[config.mk]
export PLATFORM = sky130hd
export DESIGN_NAME = pn_ingress_arbiter_flat
export DESIGN_NICKNAME = d
export VERILOG_FILES = /design/src/rtl/pn_ingress_pkg.sv /design/src/rtl/pn_ingress_if.sv /design/src/rtl/pn_sync_fifo.sv /design/src/rtl/pn_ingress_arbiter.sv /design/src/flat_wrapper.sv
export SDC_FILE = /design/constraint.sdc
export NUM_CORES = 1
export LEC_CHECK = 0
export ABC_AREA = 1
export BUFFER_PORTS_ARGS = -buffer_cell sky130_fd_sc_hd__clkbuf_2
export CAP_MARGIN = 20
export CORE_MARGIN = 1
export CORE_UTILIZATION = 36
export CTS_BUF_LIST = sky130_fd_sc_hd__clkbuf_4 sky130_fd_sc_hd__clkbuf_8
export DETAILED_ROUTE_END_ITERATION = 6
export GPL_ROUTABILITY_DRIVEN = 1
export GPL_TIMING_DRIVEN = 0
export PLACE_DENSITY = 0.53
export SYNTH_ARGS = -nofsm -noshare
export SYNTH_HDL_FRONTEND = slang
export SYNTH_SLANG_ARGS = --single-unit
[constraint.sdc]
create_clock -name clk -period 12 [get_ports clk]
set_clock_uncertainty 0.2 [all_clocks]
set_input_delay 2.4 -clock clk [delete_from_list [all_inputs] [get_ports clk]]
set_output_delay 2.4 -clock clk [all_outputs]
set_load 0.03 [all_outputs]
[src/rtl/pn_ingress_pkg.sv]
// rtl/pn_ingress_pkg.sv - address field constants, FSM states and beat type for the PN ingress arbiter
package pn_ingress_pkg;

   localparam int PARAM_BIT = 15;
   localparam int RC_BIT    = 14;
   localparam int N2_HI     = 13;
   localparam int N2_LO     = 7;
   localparam int N1_HI     = 6;
   localparam int N1_LO     = 0;

   typedef enum logic [0:0] {
      ST_IDLE   = 1'b0,
      ST_SPLIT2 = 1'b1
   } state_e;

   typedef struct packed {
      logic [15:0] addr;
      logic [31:0] data;
      logic        swu;
   } beat_t;

   // A spike word that names a second neuron must leave as two beats.
   function automatic logic is_dual_spike(input logic [15:0] addr);
      return !addr[PARAM_BIT] && !addr[RC_BIT] && (addr[N2_HI:N2_LO] != 7'd0);
   endfunction

endpackage

[src/rtl/pn_ingress_if.sv]
// rtl/pn_ingress_if.sv - AXI write, SWU request and output beat handshakes of the PN ingress arbiter
interface pn_ingress_if;

   logic        axi_valid;
   logic        axi_ready;
   logic [15:0] axi_addr;
   logic [31:0] axi_data;

   logic        swu_valid;
   logic        swu_ready;
   logic [15:0] swu_addr;
   logic [7:0]  swu_data;

   logic        o_valid;
   logic        o_ready;
   logic [15:0] o_addr;
   logic [31:0] o_data;
   logic        o_swu;

   modport slave (
      input  axi_valid, axi_addr, axi_data,
      output axi_ready,
      input  swu_valid, swu_addr, swu_data,
      output swu_ready,
      output o_valid, o_addr, o_data, o_swu,
      input  o_ready
   );

   modport master (
      output axi_valid, axi_addr, axi_data,
      input  axi_ready,
      output swu_valid, swu_addr, swu_data,
      input  swu_ready,
      input  o_valid, o_addr, o_data, o_swu,
      output o_ready
   );

endinterface

[src/rtl/pn_sync_fifo.sv]
// rtl/pn_sync_fifo.sv - single-clock FIFO with level, full/empty and synchronous flush
module pn_sync_fifo #(
   parameter  int WIDTH = 48,
   parameter  int DEPTH = 8,
   localparam int AW    = $clog2(DEPTH)
) (
   input  logic             clk,
   input  logic             rst,
   input  logic             kill,
   input  logic             wr_en,
   input  logic [WIDTH-1:0] wr_data,
   input  logic             rd_en,
   output logic [WIDTH-1:0] rd_data,
   output logic             full,
   output logic             empty,
   output logic [AW:0]      level
);

   localparam logic [AW:0] FULL_LEVEL = (AW+1)'(DEPTH);

   logic [WIDTH-1:0] mem [DEPTH];
   logic [AW:0]      wr_ptr;
   logic [AW:0]      rd_ptr;

   // The extra pointer bit lets level reach DEPTH without ambiguity.
   assign level   = wr_ptr - rd_ptr;
   assign full    = (level == FULL_LEVEL);
   assign empty   = (level == '0);
   assign rd_data = mem[rd_ptr[AW-1:0]];

   // Pointer advance; a write to a full FIFO is refused even if a pop happens too.
   always_ff @(posedge clk or negedge rst) begin
      if (!rst) begin
         wr_ptr <= '0;
         rd_ptr <= '0;
      end else if (kill) begin
         wr_ptr <= '0;
         rd_ptr <= '0;
      end else begin
         if (wr_en && !full)
            wr_ptr <= wr_ptr + 1'b1;
         if (rd_en && !empty)
            rd_ptr <= rd_ptr + 1'b1;
      end
   end

   // Storage array, written only when the entry is actually accepted.
   always_ff @(posedge clk) begin
      if (wr_en && !full && !kill)
         mem[wr_ptr[AW-1:0]] <= wr_data;
   end

endmodule

[src/rtl/pn_ingress_arbiter.sv]
// rtl/pn_ingress_arbiter.sv - buffers AXI writes, arbitrates against SWU and splits dual-neuron spikes
module pn_ingress_arbiter
   import pn_ingress_pkg::*;
#(
   parameter int DEPTH         = 8,
   parameter int SWU_BURST_MAX = 4
) (
   input  logic                   clk,
   input  logic                   rst,
   input  logic                   kill,
   pn_ingress_if.slave            bus,
   output logic [$clog2(DEPTH):0] fifo_level,
   output logic [15:0]            drop_cnt
);

   localparam int             SW         = $clog2(SWU_BURST_MAX + 1);
   localparam logic [SW-1:0]  STREAK_MAX = SW'(SWU_BURST_MAX);

   logic        fifo_full;
   logic        fifo_empty;
   logic        fifo_wr;
   logic [47:0] fifo_rdata;
   logic [15:0] head_addr;
   logic [31:0] head_data;
   logic        head_split;

   state_e        state;
   beat_t         out_q;
   beat_t         split_q;
   beat_t         next_beat;
   logic          out_valid;
   logic [SW-1:0] swu_streak;

   logic can_load;
   logic burst_cap;
   logic grant_swu;
   logic grant_fifo;
   logic load_split;

   assign fifo_wr       = bus.axi_valid && !fifo_full;
   assign bus.axi_ready = !fifo_full;

   pn_sync_fifo #(
      .WIDTH (48),
      .DEPTH (DEPTH)
   ) u_fifo (
      .clk     (clk),
      .rst     (rst),
      .kill    (kill),
      .wr_en   (fifo_wr),
      .wr_data ({bus.axi_addr, bus.axi_data}),
      .rd_en   (grant_fifo),
      .rd_data (fifo_rdata),
      .full    (fifo_full),
      .empty   (fifo_empty),
      .level   (fifo_level)
   );

   assign {head_addr, head_data} = fifo_rdata;
   assign head_split             = is_dual_spike(head_addr);

   // The output register takes a new beat when empty or when its beat leaves this cycle.
   assign can_load   = !out_valid || bus.o_ready;
   assign burst_cap  = (swu_streak == STREAK_MAX) && !fifo_empty;
   assign grant_swu  = (state == ST_IDLE) && can_load && bus.swu_valid && !burst_cap;
   assign grant_fifo = (state == ST_IDLE) && can_load && !grant_swu && !fifo_empty;
   assign load_split = (state == ST_SPLIT2) && can_load;

   assign bus.swu_ready = grant_swu;
   assign bus.o_valid   = out_valid;
   assign bus.o_addr    = out_q.addr;
   assign bus.o_data    = out_q.data;
   assign bus.o_swu     = out_q.swu;

   // Select the beat for the output register: pending second half, SWU, or FIFO head.
   always_comb begin
      next_beat = '0;
      if (load_split) begin
         next_beat = split_q;
      end else if (grant_swu) begin
         next_beat.addr = bus.swu_addr;
         next_beat.data = {24'b0, bus.swu_data};
         next_beat.swu  = 1'b1;
      end else if (grant_fifo) begin
         next_beat.addr = head_split ? {9'b0, head_addr[N1_HI:N1_LO]} : head_addr;
         next_beat.data = head_data;
         next_beat.swu  = 1'b0;
      end
   end

   // Output register: holds a beat stable until the consumer accepts it.
   always_ff @(posedge clk or negedge rst) begin
      if (!rst) begin
         out_q     <= '0;
         out_valid <= 1'b0;
      end else if (kill) begin
         out_q     <= '0;
         out_valid <= 1'b0;
      end else if (load_split || grant_swu || grant_fifo) begin
         out_q     <= next_beat;
         out_valid <= 1'b1;
      end else if (out_valid && bus.o_ready) begin
         out_valid <= 1'b0;
      end
   end

   // Split FSM: park the second neuron of a dual spike until it can be emitted.
   always_ff @(posedge clk or negedge rst) begin
      if (!rst) begin
         state   <= ST_IDLE;
         split_q <= '0;
      end else if (kill) begin
         state   <= ST_IDLE;
         split_q <= '0;
      end else if (grant_fifo && head_split) begin
         state        <= ST_SPLIT2;
         split_q.addr <= {9'b0, head_addr[N2_HI:N2_LO]};
         split_q.data <= head_data;
         split_q.swu  <= 1'b0;
      end else if (load_split) begin
         state <= ST_IDLE;
      end
   end

   // SWU streak: bounds consecutive SWU grants while AXI traffic is waiting.
   always_ff @(posedge clk or negedge rst) begin
      if (!rst) begin
         swu_streak <= '0;
      end else if (kill) begin
         swu_streak <= '0;
      end else if (grant_swu) begin
         if (swu_streak != STREAK_MAX)
            swu_streak <= swu_streak + 1'b1;
      end else if (grant_fifo) begin
         swu_streak <= '0;
      end
   end

   // Drop counter: saturating count of cycles an AXI beat met a full FIFO; survives kill.
   always_ff @(posedge clk or negedge rst) begin
      if (!rst)
         drop_cnt <= '0;
      else if (bus.axi_valid && fifo_full && (drop_cnt != 16'hFFFF))
         drop_cnt <= drop_cnt + 16'd1;
   end

endmodule

[src/flat_wrapper.sv]
// flat-port wrapper written by rule: the top's interface ports become plain ports
module pn_ingress_arbiter_flat import pn_ingress_pkg::*;
#(
   parameter int DEPTH         = 8,
   parameter int SWU_BURST_MAX = 4
)
  (clk, rst, kill, fifo_level, drop_cnt, bus_axi_valid, bus_axi_addr, bus_axi_data, bus_axi_ready, bus_swu_valid, bus_swu_addr, bus_swu_data, bus_swu_ready, bus_o_valid, bus_o_addr, bus_o_data, bus_o_swu, bus_o_ready);
  pn_ingress_if bus_i ();
  input  logic clk;
  input  logic rst;
  input  logic kill;
  output logic [$clog2(DEPTH):0] fifo_level;
  output logic [15:0] drop_cnt;
  input wire logic [$bits(bus_i.axi_valid)-1:0] bus_axi_valid;
  input wire logic [$bits(bus_i.axi_addr)-1:0] bus_axi_addr;
  input wire logic [$bits(bus_i.axi_data)-1:0] bus_axi_data;
  output wire logic [$bits(bus_i.axi_ready)-1:0] bus_axi_ready;
  input wire logic [$bits(bus_i.swu_valid)-1:0] bus_swu_valid;
  input wire logic [$bits(bus_i.swu_addr)-1:0] bus_swu_addr;
  input wire logic [$bits(bus_i.swu_data)-1:0] bus_swu_data;
  output wire logic [$bits(bus_i.swu_ready)-1:0] bus_swu_ready;
  output wire logic [$bits(bus_i.o_valid)-1:0] bus_o_valid;
  output wire logic [$bits(bus_i.o_addr)-1:0] bus_o_addr;
  output wire logic [$bits(bus_i.o_data)-1:0] bus_o_data;
  output wire logic [$bits(bus_i.o_swu)-1:0] bus_o_swu;
  input wire logic [$bits(bus_i.o_ready)-1:0] bus_o_ready;
  assign bus_i.axi_valid = bus_axi_valid;
  assign bus_i.axi_addr = bus_axi_addr;
  assign bus_i.axi_data = bus_axi_data;
  assign bus_axi_ready = bus_i.axi_ready;
  assign bus_i.swu_valid = bus_swu_valid;
  assign bus_i.swu_addr = bus_swu_addr;
  assign bus_i.swu_data = bus_swu_data;
  assign bus_swu_ready = bus_i.swu_ready;
  assign bus_o_valid = bus_i.o_valid;
  assign bus_o_addr = bus_i.o_addr;
  assign bus_o_data = bus_i.o_data;
  assign bus_o_swu = bus_i.o_swu;
  assign bus_i.o_ready = bus_o_ready;
  pn_ingress_arbiter #(.DEPTH(DEPTH), .SWU_BURST_MAX(SWU_BURST_MAX)) u_core (.clk(clk), .rst(rst), .kill(kill), .bus(bus_i), .fifo_level(fifo_level), .drop_cnt(drop_cnt));
endmodule
**Word level (Yosys, flattened, before mapping)**

Memories as Yosys holds them, arrays and structs flattened.
Index checks and enable logic that the tools add are counted.
Widths: inputs -> output; s select.

- Bitwise operators: 1
- Multiplexer cells: 24
- Add/sub/neg operators: 5
- Eq/ne operators: 5
- Reductions and logical operators: 38

Operators with widths:

| operator | count |
|---|---|
| $mux 49 | 7 |
| $logic_and 1x1->1 | 17 |
| $add 16x1->16 const B | 1 |
| $mux 16 | 1 |
| $mux 4 | 4 |
| $ne 16x16->1 const B | 1 |
| $mux 3 | 4 |
| $reduce_bool 3->1 | 3 |
| $add 4x1->4 const B | 2 |
| $logic_not 1->1 | 8 |
| $mux 1 | 8 |
| $reduce_bool 2->1 | 4 |
| $reduce_bool 7->1 | 1 |
| $ne 3x3->1 const B | 2 |
| $eq 4x4->1 const B | 1 |
| $logic_not 4->1 | 1 |
| $sub 4x4->4 | 1 |
| $add 3x1->3 const B | 1 |
| $eq 3x3->1 const B | 1 |
| $logic_or 1x1->1 | 3 |
| $reduce_and 2->1 | 1 |
| $not 1->1 | 1 |

- Memories: 1
- Output and inout port bits: 72
- Word-level logic and storage cells: 86
- Register bits after elaboration: 127
- Input port bits: 78
- Memory bits (writable): 384

Memory list:

| memory | words | width | read ports | clocked after memory_dff | write ports | RTL line | text |
|---|---|---|---|---|---|---|---|
| u_core.u_fifo.mem | 8 | 48 | 1 | 0 | 1 | pn_sync_fifo.sv:21 | `logic [WIDTH-1:0] mem [DEPTH];` |

**Depth between registers and ports, before layout**

- Depth after elaboration: 14
- Mapped depth: 18
- Gate-level depth less buffers: 15

**Modules after synthesis**

A second synthesis with hierarchy kept.

- Cell total of the unflattened synthesis: 1929
- Area total of the unflattened synthesis: 21124.0 µm²

Modules (own cells, without submodules):

| module | cells each | area an instance (µm²) | instances | sequential area each (µm²) |
|---|---|---|---|---|
| pn_sync_fifo | 1183 | 15564.9 | 1 | 11731.3 |
| pn_ingress_arbiter | 746 | 5559.1 | 1 | 2727.6 |

**Worst setup path after synthesis**

No wires, ideal clock.

- Path kind: input to register
- Start point: input kill
- End point: memory u_core.u_fifo.mem[3][0] (enable)
- Cell stages on the path: 4
- Slack: 5.179 ns
- Arrival time: 6.108 ns
- Setup time: 0.513 ns
- Cell sequence: clkbuf_1 > nor2_1 > inv_1 > nor3_1

- Longest elaborated chain between the ends: 4

Ends and longest elaborated chain:

| what | RTL line | text |
|---|---|---|
| start: declaration | flat_wrapper.sv:11 | `input logic kill;` |
| $logic_not 1->1 | pn_sync_fifo.sv:49 | `if (wr_en && !full && !kill)` |
| $logic_and 1x1->1 | pn_sync_fifo.sv:49 |  |
| $mux 1 | pn_sync_fifo.sv:49 |  |
| $mux 1 (implied by the code) | pn_sync_fifo.sv:50 | `mem[wr_ptr[AW-1:0]] <= wr_data;` |
| end: declaration | pn_sync_fifo.sv:21 |  |

No other way between the ends.

**Worst setup path in the final report**

- Start point: register u_core.u_fifo.rd_ptr[1]
- End point: output bus_swu_ready

- Longest elaborated chain between the ends: 6

Ends and longest elaborated chain:

| what | RTL line | text |
|---|---|---|
| start: declaration | pn_sync_fifo.sv:23 | `logic [AW:0] rd_ptr;` |
| start signal: assignment | pn_sync_fifo.sv:43 | `rd_ptr <= rd_ptr + 1'b1;` |
| $sub 4x4->4 | pn_sync_fifo.sv:26 | `assign level = wr_ptr - rd_ptr;` |
| $logic_not 4->1 | pn_sync_fifo.sv:28 | `assign empty = (level == '0);` |
| $logic_not 1->1 | pn_ingress_arbiter.sv:64 | `assign burst_cap = (swu_streak == STREAK_MAX) && !fifo_empty;` |
| $logic_and 1x1->1 | pn_ingress_arbiter.sv:64 |  |
| $logic_not 1->1 | pn_ingress_arbiter.sv:65 | `assign grant_swu = (state == ST_IDLE) && can_load && bus.swu_valid && !burst_cap;` |
| $logic_and 1x1->1 | pn_ingress_arbiter.sv:65 |  |
| end: declaration | flat_wrapper.sv:21 | `output wire logic [$bits(bus_i.swu_ready)-1:0] bus_swu_ready;` |

No other way between the ends.

==> impl_metrics.json <==
{
  "design.die.area_um2": 58700,
  "hpwl_um": 41200,
  "drt-pass1-iter-count": 5,
  "grt_pass1_vias": 14600,
  "p_leak_nw": 10.1,
  "track_usage_pct": 20.5,
  "synth_fp_nets": 1964,
  "cts_sinks": 501,
  "synth_top_area_share_pct": 55.5,
  "io_pins": 150,
  "final_nets": 2230,
  "slew_headroom_pct": 45.1,
  "start_util_pct": 36.6,
  "worst-path-max-fanout": 11,
  "post_drt_wl_per_cell_um": 20.2,
  "finalCriticalPeriod_ps": 6900,
  "slew_violations": 0,
  "muxShareOfSynthArea_pct": 0.0482,
  "synth.distinct_cells": 41,
  "clkSlewWorstSetupHoldPaths_ps": 60,
  "synth.cell_area_um2": 20800,
  "drt-total-wl_um": 60300,
  "path_class": "reg -> out",
  "viasPerCell": 4.97,
  "synth_xor_area_share_pct": 0.759,
  "clk_path_buf_depth": 3,
  "fmax_mhz": 145,
  "status": "finished, final reports clean",
  "worst_pin_slew_ps": 823,
  "postRouteAntennaNets": 0,
  "grt_pass1_wl_um": 90400,
  "post-place-ws_ps": 5700,
  "chipHeight_um": 242,
  "area_growth_pct": 19.1,
  "drc_errors": 0,
  "hold_class": "reg -> reg",
  "dr.first_iter.drc_count": 1124,
  "critPathLaunchType": "flip-flop",
  "cts_buffers": 86,
  "required_ps": 9400,
  "syn_inst": 1877,
  "synth-simple-area-share_pct": 15.4,
  "htreeDepth": 3,
  "rsz0062_at_grt": "no",
  "crit_path_end_kind": "output pin",
  "die_width_um": 242,
  "ys_seq_elements": 501,
  "synth_fa_ha_area_share_pct": 0.578,
  "grt_antenna_before_repair": 8,
  "fin_crit_sh_pct": 57.5,
  "p_total_mw": 5.17,
  "design_area_um2": 24700,
  "grt_overflow": 0,
  "synth_top_family_by_area": "simple AND/OR/NAND/NOR gates",
  "cts_resized": 0,
  "tns_ps": 0,
  "finalSetupViolCount": 0,
  "max-vdd-ir-drop_mv": 0.122,
  "cts_tree": "yes",
  "grt_max_degree": 108,
  "io_buffers": 148,
  "worst_slack_ps": 5100,
  "holdBufCountCts": 0,
  "routabilityCongestion": 0.793,
  "hold_violations": 0,
  "worstSkewPairLatency_ps": 680,
  "seq_area_frac_synth_pct": 69.6,
  "maxCapViolCount": 0,
  "placementRows": 87,
  "synth_area_per_cell_um2": 11.1,
  "yosysTopAreaCell": "edfxtp_1",
  "critical_path_arrival_ps": 4300,
  "yosysWarnings": 0,
  "coreArea_um2": 56700,
  "power_density_nw_per_um2": 209,
  "place_area_um2": 23000,
  "ys_top_cells_by_area": "edfxtp_1 (55%), dfrtp_1 (14%), nand2_1 (8.4%)",
  "num_vias": 14800,
  "root_buffer": "clkbuf_8",
  "final_core_util_pct": 43.6,
  "post_cts.repair.setup_buffers": 0,
  "layout-drive-gt1-share_pct": 19.2,
  "synth_compound_area_share_pct": 8.87
}
==> logic make-up (layout without fill, tap and decap cells) <==
kind of cell             after synthesis  count (layout)
XOR/XNOR                              18              18
other                                  0               3
multiplexers                           1               1
flip-flops                           501             501
buffers and inverters                220             560
AO/OA/AOI/OAI                        338             338
AND/OR/NAND/NOR                      790             790
adder cells (fa/ha/maj)                9               9
==> path summary, 6_finish.rpt <==
check / startpoint / cells past startpoint / slack, ps / end
worst max-delay path: u_core.u_fifo.rd_ptr[1] / 10 / 5100 / bus_swu_ready
worst min-delay path: u_core.bus.o_addr[15] / 2 / 270 / u_core.bus.o_addr[15]
worst max register to register: u_core.u_fifo.rd_ptr[2] / 19 / 7080 / u_core.u_fifo.mem[5][18]
worst min register to register: u_core.bus.o_addr[15] / 2 / 270 / u_core.bus.o_addr[15]
max in group asynchronous: rst / 2 / 9430 / u_core.bus.o_data[24]
min in group asynchronous: rst / 1 / 1380 / u_core.bus.o_addr[9]
==> per-stage QoR <==
step | hold slack (ps) | cells
floorplan | 287 | 1877
finish | 268 | 2976
global placement | 258 | 2781
global route | 298 | 2976
CTS | 277 | 2973
detailed placement | 263 | 2811
==> placed cells by master (no fill, tap or decap), drive strengths merged, types with 2 or more instances in the layout <==
cell type / instances
a21oi: 17
a31oi: 2
buf: 101
clkbuf: 312
clkinv: 27
clkinvlp: 3
dfrtp: 117
diode: 3
edfxtp: 384
ha: 8
inv: 116
nand2: 468
nand3: 112
nand4: 4
nor2: 198
nor3: 5
o211ai: 2
o21ai: 249
o22ai: 65
xnor2: 7
xor2: 11
==> final cells by class <==
cell class,instances,area (um2)
antenna,3,7.51
buffer,107,561
clock buffer,128,1540
clock inverter,34,196
fill,5333,32000
inverter,113,427
multi-input combinational,1156,5380
sequential,501,14500
tap,756,946
timing repair buffer,178,1230
==> where the power goes <==
part	internal [mW]	switching, mW	total, mW	leakage, nW
combinational	0.402	1.07	1.48	4.15
clock	0.849	0.706	1.55	0.921
sequential	2.04	0.0969	2.14	5.04
==> per-layer routing <==
metal | GRT usage (%) | vias up | wire [um]
li1 | - | 6991 | -
met1 | 28.0 | 7172 | 27100
met2 | 32.1 | 477 | 27500
met3 | 4.29 | 142 | 3560
met4 | 8.06 | 8 | 2050
met5 | 0 | - | 52
==> registers in the layout, indices dropped and copies added (netlist names), 3 cells and up <==
name,cells
u_core.bus.o_addr,16
u_core.bus.o_data,32
u_core.drop_cnt,16
u_core.split_q,39
u_core.swu_streak,3
u_core.u_fifo.mem,384
u_core.u_fifo.rd_ptr,4
u_core.u_fifo.wr_ptr,4
==> cells in the mapped netlist, drive strengths merged <==
cell type,count
nand3b,1
xnor2,7
o211ai,2
edfxtp,384
nand3,112
nor2,198
or2,1
mux2i,1
nand2,468
o22ai,65
xor2,11
dfrtp,117
nor4,1
ha,8
o21a,1
o21ai,249
o31ai,1
clkbuf,36
inv,112
nand4,4
nor3,5
clkinv,1
o221ai,1
a31oi,2
buf,71
fa,1
a21oi,17
==> worst max-delay path: stages (launching register included) <==
cell	delay (ps)
dfrtp_1	420
inv_2	200
buf_2	400
buf_1	670
fa_1	560
or2_0	230
nor2_1	170
nand3_2	160
o21ai_4	280
buf_2	260
clkbuf_2	230
(Power assumes the default switching activity.)
